`src/rtl/reg_bank_pn_pkg.sv`:
```
// Shared constants for the indexed register bank: opcode values and FSM state encoding.
package reg_bank_pn_pkg;

  localparam int OP_W = 4;

  localparam logic [OP_W-1:0] OP_NOP    = 4'd0;
  localparam logic [OP_W-1:0] OP_LDI    = 4'd1;
  localparam logic [OP_W-1:0] OP_CLR    = 4'd2;
  localparam logic [OP_W-1:0] OP_INC    = 4'd3;
  localparam logic [OP_W-1:0] OP_DEC    = 4'd4;
  localparam logic [OP_W-1:0] OP_MOV    = 4'd5;
  localparam logic [OP_W-1:0] OP_CLRALL = 4'd6;

  typedef enum logic [1:0] {
    ST_RESET = 2'd0,
    ST_READY = 2'd1,
    ST_ERROR = 2'd2
  } state_t;

endpackage

```
`src/rtl/reg_bank_pn_alu.sv`:
```
// Combinational next-value unit for a single register write; owns the modular wrap arithmetic.
module reg_bank_pn_alu
  import reg_bank_pn_pkg::*;
#(
  parameter int DataWidth = 8
) (
  input  logic [OP_W-1:0]      op,
  input  logic [DataWidth-1:0] cur,
  input  logic [DataWidth-1:0] src,
  input  logic [DataWidth-1:0] imm,
  output logic [DataWidth-1:0] nxt
);

  always_comb begin
    nxt = cur;
    case (op)
      OP_LDI:  nxt = imm;
      OP_CLR:  nxt = '0;
      // Truncation to DataWidth gives the wrap to 0 / all-ones.
      OP_INC:  nxt = cur + DataWidth'(1);
      OP_DEC:  nxt = cur - DataWidth'(1);
      OP_MOV:  nxt = src;
      default: nxt = cur;
    endcase
  end

endmodule

```
`src/rtl/reg_bank_pn.sv`:
```
// Indexed register bank with single-issue instruction port, registered readback and sticky error state.
module reg_bank_pn
  import reg_bank_pn_pkg::*;
#(
  parameter  int RegCount  = 4,
  parameter  int DataWidth = 8,
  localparam int IdxWidth  = $clog2(RegCount),
  localparam int InstWidth = OP_W + IdxWidth + DataWidth
) (
  input  logic                          clock,
  input  logic                          reset,
  input  logic [InstWidth-1:0]          inst,
  input  logic                          inst_en,
  input  logic [IdxWidth-1:0]           rd_idx,
  output logic [DataWidth-1:0]          rd_data,
  output logic [RegCount*DataWidth-1:0] out,
  output logic                          ready,
  output logic                          error,
  output state_t                        state
);

  logic [DataWidth-1:0] regs      [RegCount];
  logic [DataWidth-1:0] next_regs [RegCount];
  state_t               next_state;

  logic [OP_W-1:0]      op;
  logic [IdxWidth-1:0]  idx;
  logic [IdxWidth-1:0]  src_idx;
  logic [DataWidth-1:0] imm;
  logic [DataWidth-1:0] alu_nxt;

  assign op      = inst[InstWidth-1 -: OP_W];
  assign idx     = inst[DataWidth +: IdxWidth];
  assign imm     = inst[DataWidth-1:0];
  assign src_idx = imm[IdxWidth-1:0];

  reg_bank_pn_alu #(.DataWidth(DataWidth)) u_alu (
    .op  (op),
    .cur (regs[idx]),
    .src (regs[src_idx]),
    .imm (imm),
    .nxt (alu_nxt)
  );

  always_comb begin
    next_state = state;
    next_regs  = regs;
    case (state)
      ST_RESET: next_state = ST_READY;
      ST_READY: begin
        if (inst_en) begin
          if (op > OP_CLRALL) begin
            next_state = ST_ERROR;
            for (int k = 0; k < RegCount; k++) next_regs[k] = '0;
          end else if (op == OP_CLRALL) begin
            for (int k = 0; k < RegCount; k++) next_regs[k] = '0;
          end else begin
            // NOP falls through the ALU unchanged, so one write path covers ops 0..5.
            next_regs[idx] = alu_nxt;
          end
        end
      end
      ST_ERROR: begin
        for (int k = 0; k < RegCount; k++) next_regs[k] = '0;
      end
      default: begin
        next_state = ST_ERROR;
        for (int k = 0; k < RegCount; k++) next_regs[k] = '0;
      end
    endcase
  end

  // Readback samples the post-update value so rd_data lines up with out.
  always_ff @(posedge clock or negedge reset) begin
    if (!reset) begin
      state   <= ST_RESET;
      rd_data <= '0;
      for (int k = 0; k < RegCount; k++) regs[k] <= '0;
    end else begin
      state   <= next_state;
      rd_data <= next_regs[rd_idx];
      regs    <= next_regs;
    end
  end

  always_comb begin
    out = '0;
    for (int k = 0; k < RegCount; k++) out[k*DataWidth +: DataWidth] = regs[k];
  end

  assign ready = (state == ST_READY);
  assign error = (state == ST_ERROR);

endmodule

```
`config.mk`:
```
export PLATFORM = sky130hd
export DESIGN_NAME = reg_bank_pn
export DESIGN_NICKNAME = d
export VERILOG_FILES = /design/src/rtl/reg_bank_pn_pkg.sv /design/src/rtl/reg_bank_pn_alu.sv /design/src/rtl/reg_bank_pn.sv
export SDC_FILE = /design/constraint.sdc
export NUM_CORES = 1
export LEC_CHECK = 0
export ABC_CLOCK_PERIOD_IN_PS = 3800
export CORE_MARGIN = 5
export CORE_UTILIZATION = 35
export DETAILED_ROUTE_END_ITERATION = 8
export GPL_TIMING_DRIVEN = 0
export HOLD_SLACK_MARGIN = 0.03
export SLEW_MARGIN = 25
export SYNTH_ARGS = -nofsm -noshare
export SYNTH_HDL_FRONTEND = slang
export SYNTH_SLANG_ARGS = --single-unit
```
`constraint.sdc`:
```
create_clock -name clock -period 3.8 [get_ports clock]
set_input_delay 0.38 -clock clock [delete_from_list [all_inputs] [get_ports clock]]
set_output_delay 0.38 -clock clock [all_outputs]
set_load 0.05 [all_outputs]
```
Word level (Yosys, flattened, before mapping)

Index checks and enable logic that the tools add are counted.
Widths: inputs -> output; s select.

Bits of input ports: 19
Register bits: 42
Output and inout bits: 44

Reductions and logical operators: 3
Equality and inequality tests: 10
Mux-type cells: 20
$add $sub $neg: 2
Order comparisons: 5
Bitwise operators: 4

Operators by type and width:

| operator            | count |
|---|---|
| $mux 32             | 3 |
| $pmux 32 s2         | 1 |
| $mux 8              | 7 |
| $bmux 8 s2          | 3 |
| $pmux 8 s5          | 1 |
| $bwmux 32           | 1 |
| $demux 8 s2         | 1 |
| $eq 4x3->1 const B  | 3 |
| $ge 3x3->1 const B  | 3 |
| $not 2->3           | 3 |
| $add 8x1->8 const B | 1 |
| $eq 4x2->1 const B  | 2 |
| $sub 8x1->8 const B | 1 |
| $pmux 2 s3          | 1 |
| $eq 4x1->1 const B  | 1 |
| $gt 4x3->1 const B  | 1 |
| $mux 2              | 2 |
| $lt 3x1->1 const B  | 1 |
| $reduce_and 3->1    | 1 |
| $eq 2x1->1 const B  | 1 |
| $eq 2x2->1 const B  | 1 |
| $logic_not 2->1     | 1 |
| $ne 2x1->1 const B  | 1 |
| $ne 2x2->1 const B  | 1 |
| 2 further kinds     | 2 |

Longest topological paths before layout

Depth after elaboration: 14
Gate-level depth with buffers: 11
Mapped depth without buffers: 10

By module

A second synthesis with hierarchy kept.

Cells, all modules: 307
Area, all modules: 2975.4 um2

By module, submodules not included:

| module          | area each (um2) | cells each | times used |
|---|---|---|---|
| reg_bank_pn     | 2309.7          | 196        | 1 |
| reg_bank_pn_alu | 665.6           | 111        | 1 |

Worst setup path after synthesis

OpenSTA, ideal clock, no wires.

Path kind: input -> register
From: input inst[10]
To: register rd_data[6]
Stages: 11
Path slack: 612 ps
Arrival: 3050 ps
Cells stage by stage: buf_6 nor4b_4 inv_1 fa_1 nor2b_1 o22ai_2 a311oi_2 xnor2_1 o32ai_2 a22o_2 mux4_2

RTL lines:

| element              | RTL line          | RTL |
|---|---|---|
| start, declared      | reg_bank_pn.sv:12 | `input logic [InstWidth-1:0] inst,` |
| end signal, assigned | reg_bank_pn.sv:81 | `rd_data <= next_regs[rd_idx];` |
| end, declared        | reg_bank_pn.sv:15 | `output logic [DataWidth-1:0] rd_data,` |

==> impl_metrics.env <==
export IMPL_worstPathMaxFanout=10
export IMPL_synth_edf_count=0
export IMPL_track_usage_pct=19.0
export IMPL_synth_seq_cells=42
export IMPL_maxCapViolations=0
export IMPL_root_buffer="clkbuf_8"
export IMPL_die_w_um=104
export IMPL_syn_num_nets=340
export IMPL_slowest_stage="clkdlybuf4s50_1"
export IMPL_grt_max_degree=29
export IMPL_hp_class="input pin to asynchronous set/reset pin"
export IMPL_drive_above_1_share_pct=14.1
export IMPL_finalClockSkew_ps=6.97
export IMPL_tightest_slew_ps=1020
export IMPL_finalWeightedCongestion=0.909
export IMPL_numCtsBuffers=5
export IMPL_p_leak_nw=1.55
export IMPL_dp_cells=482
export IMPL_max_freq_mhz=275
export IMPL_yosysTopAreaCell="dfrtp_1"
export IMPL_fin_crit_sh_pct=95.6
export IMPL_r2r_setup_slack_ps=740
export IMPL_p_per_area_nw_per_um2=270
export IMPL_setup_violations=0
export IMPL_tns_ps=0
export IMPL_cts_reportedPaths_clkPinSlew_ps=80
export IMPL_coreArea_um2=8680
export IMPL_setup_ws_ps=166
export IMPL_drtAntennaViolNets=0
export IMPL_crit_chain="clkdlybuf4s50_1 -> buf_4 -> mux4_2 -> ha_1 -> nor2b_1 -> o22ai_2 -> a311oi_2 -> xnor2_1 -> o32ai_2 -> a22o_2 -> mux4_2"
export IMPL_outcome="finished clean"
export IMPL_totalWireLength_um=10400
export IMPL_grt_pass1_vias=3020
export IMPL_numPortBuffers=58
export IMPL_synth_area_um2=3100
export IMPL_ctsLongestPathBuffers=2
export IMPL_post_place_ws_ps=-271
export IMPL_initial_core_util_pct=35.8
export IMPL_yosysWarnings=0
export IMPL_whs_ps=512
export IMPL_r2r_cells=9
export IMPL_critPathLaunchType="input pin"
export IMPL_r2r_end="rd_data[6]"
export IMPL_drcViolationCount=0
export IMPL_required_ps=3980
export IMPL_avgRoutedWirePerCell_um=21.1
export IMPL_clock_sinks=42
export IMPL_syn_inst=315
export IMPL_synth_common_cells="42 x dfrtp_1, 28 x nor2_1, 26 x nand2_1"
export IMPL_regToRegStartpoint="out[26]"
export IMPL_synth_cell_types=60
export IMPL_fin_nets=407
export IMPL_arrival_ps=3810
export IMPL_grt_pass1_wl_um=16500
export IMPL_ctsHtreeMaxLevel=2
export IMPL_fin_cells=491
export IMPL_rsz0062_at_grt="false"
export IMPL_crit_buf_inv=2
export IMPL_maxSlewHeadroom_pct=31.5
export IMPL_syn2layout_area_growth_pct=27.5
export IMPL_pin_count=63
export IMPL_overflow=0
export IMPL_insertion_delay_ps=300
export IMPL_cts_tree="yes"
export IMPL_ir_worst_vdd_v=0.000135
export IMPL_seq_area_frac_synth_pct=33.9
export IMPL_dr_pass1_iters=5
export IMPL_worstSetupEndpointType="flip-flop"
export IMPL_worst_path_most_repeated_cell="mux4_2"
export IMPL_worstSetupPathType="input pin to flip-flop"
export IMPL_placed_area_um2=3830
export IMPL_critPathTopFamily="multiplexers"
export IMPL_critPathMaxStageDelay_ps=600
export IMPL_synth_top_area_share_pct=33.9
export IMPL_period_needed_ps=3630
export IMPL_dieArea_um2=10800
export IMPL_synth_most_common_cell="dfrtp_1"
export IMPL_slew_violations=0
export IMPL_row_count=34
export IMPL_syn_mean_instance_area_um2=9.85
export IMPL_fp_dieH_um=104
export IMPL_synth_async_sr_flop_share_pct=100
export IMPL_hold_viol_final=0
export IMPL_viasPerCell=6.06
export IMPL_synth_area_leaders="dfrtp_1 34%, mux4_2 15%, a21oi_1 4.0%"
export IMPL_finish_utilization_pct=45.6
export IMPL_n_antenna_cell=0
export IMPL_ys_flop_type="dfrtp_1"
export IMPL_drt_iter0_markers=253
export IMPL_finalPower_mw=1.07
export IMPL_antenna_found_initial=0
export IMPL_postCtsSetupBuffers=0
export IMPL_num_vias=2976
export IMPL_n_fill_cell=891
export IMPL_hpwl_um=7530
export IMPL_fin_area_um2=3960
layer usage:
layer | wire [um] | share of wire [%] | global-route usage (%)
met2 | 4560 | 44 | 28.0
met1 | 4570 | 44 | 26.9
met5 | 0 | 0 | 0
met4 | 279 | 2.7 | 7.31
met3 | 940 | 9.1 | 4.35
registers in the layout (all words and copies together), names as in the netlist:
name and cells:
rd_data 8, state 2, out 32
repair_timing:
action	in CTS	in global routing
hold buffers	1	0
endpoints found under the setup margin	0	1
gates resized for setup	0	2
endpoints found under the hold margin	14	0
worst max path at each step:
| stage | start | endpoint | slack [ps] | cells after the start |
|---|---|---|---|---|
| global placement | inst[8] | rd_data[6] | -250 | 11 |
| finish | inst[8] | rd_data[6] | 170 | 11 |
| floorplan | inst[10] | rd_data[6] | 610 | 11 |
| detailed placement | inst[8] | rd_data[6] | -270 | 11 |
| CTS | inst[8] | rd_data[6] | 40 | 11 |
| global route | inst[8] | rd_data[6] | 8 | 11 |
worst register-to-register path, cell delays in order, from the launching register on:
cell	delay, ps
dfrtp_1	420
mux4_2	500
ha_1	380
nor2b_1	190
o22ai_2	100
a311oi_2	300
xnor2_1	180
o32ai_2	140
a22o_2	300
mux4_2	450
cell usage in the layout (no fill, tap or decap), drive strengths merged, types with 3 or more instances in the layout:
| cell type | synthesis | routed |
|---|---|---|
| clkdlybuf4s50 | 0 | 57 |
| dfrtp | 42 | 42 |
| nor2 | 28 | 28 |
| nand2 | 27 | 27 |
| a21oi | 25 | 25 |
| mux4 | 20 | 20 |
| clkbuf | 14 | 19 |
| o21ai | 13 | 13 |
| a22o | 12 | 12 |
| nor2b | 10 | 10 |
| inv | 10 | 10 |
| mux2i | 10 | 10 |
| buf | 8 | 10 |
| a22oi | 9 | 9 |
| nor3 | 8 | 8 |
| o22ai | 7 | 7 |
| nand3 | 5 | 5 |
| o21a | 5 | 5 |
| ha | 5 | 5 |
| xnor2 | 4 | 4 |
| nand4 | 4 | 4 |
| a21o | 3 | 3 |
| or2 | 3 | 3 |
| a211oi | 3 | 3 |
| mux2 | 3 | 3 |
| or3 | 3 | 3 |
| a311oi | 3 | 3 |
| clkinv | 1 | 3 |
area by class of cell:
class,instances,area [um2],area share (%)
Tap cell,108,135,3.42
Clock inverter,3,40.0,1.01
Sequential cell,42,1050,26.6
Multi-Input combinational cell,240,1910,48.2
Inverter,11,41.3,1.04
Clock buffer,5,68.8,1.74
Timing Repair Buffer,60,606,15.3
Buffer,22,108,2.72
power by group:
part / internal [mW] / switching, mW
Sequential: 0.452 / 0.00533
Combinational: 0.0800 / 0.173
Clock: 0.194 / 0.163
Total: 0.725 / 0.342
kinds of logic (layout without fill, tap and decap cells):
logic type	Yosys count	in the layout	synth area share, %
multiplexers	33	33	18.8
flip-flops	42	42	33.9
adder cells (fa/ha/maj)	6	6	2.66
XOR/XNOR	4	4	1.13
buffers and inverters	33	101	4.72
AO/OA/AOI/OAI	100	100	23.0
AND/OR/NAND/NOR	97	97	15.8
No activity file was read; power rests on OpenSTA's default activity.
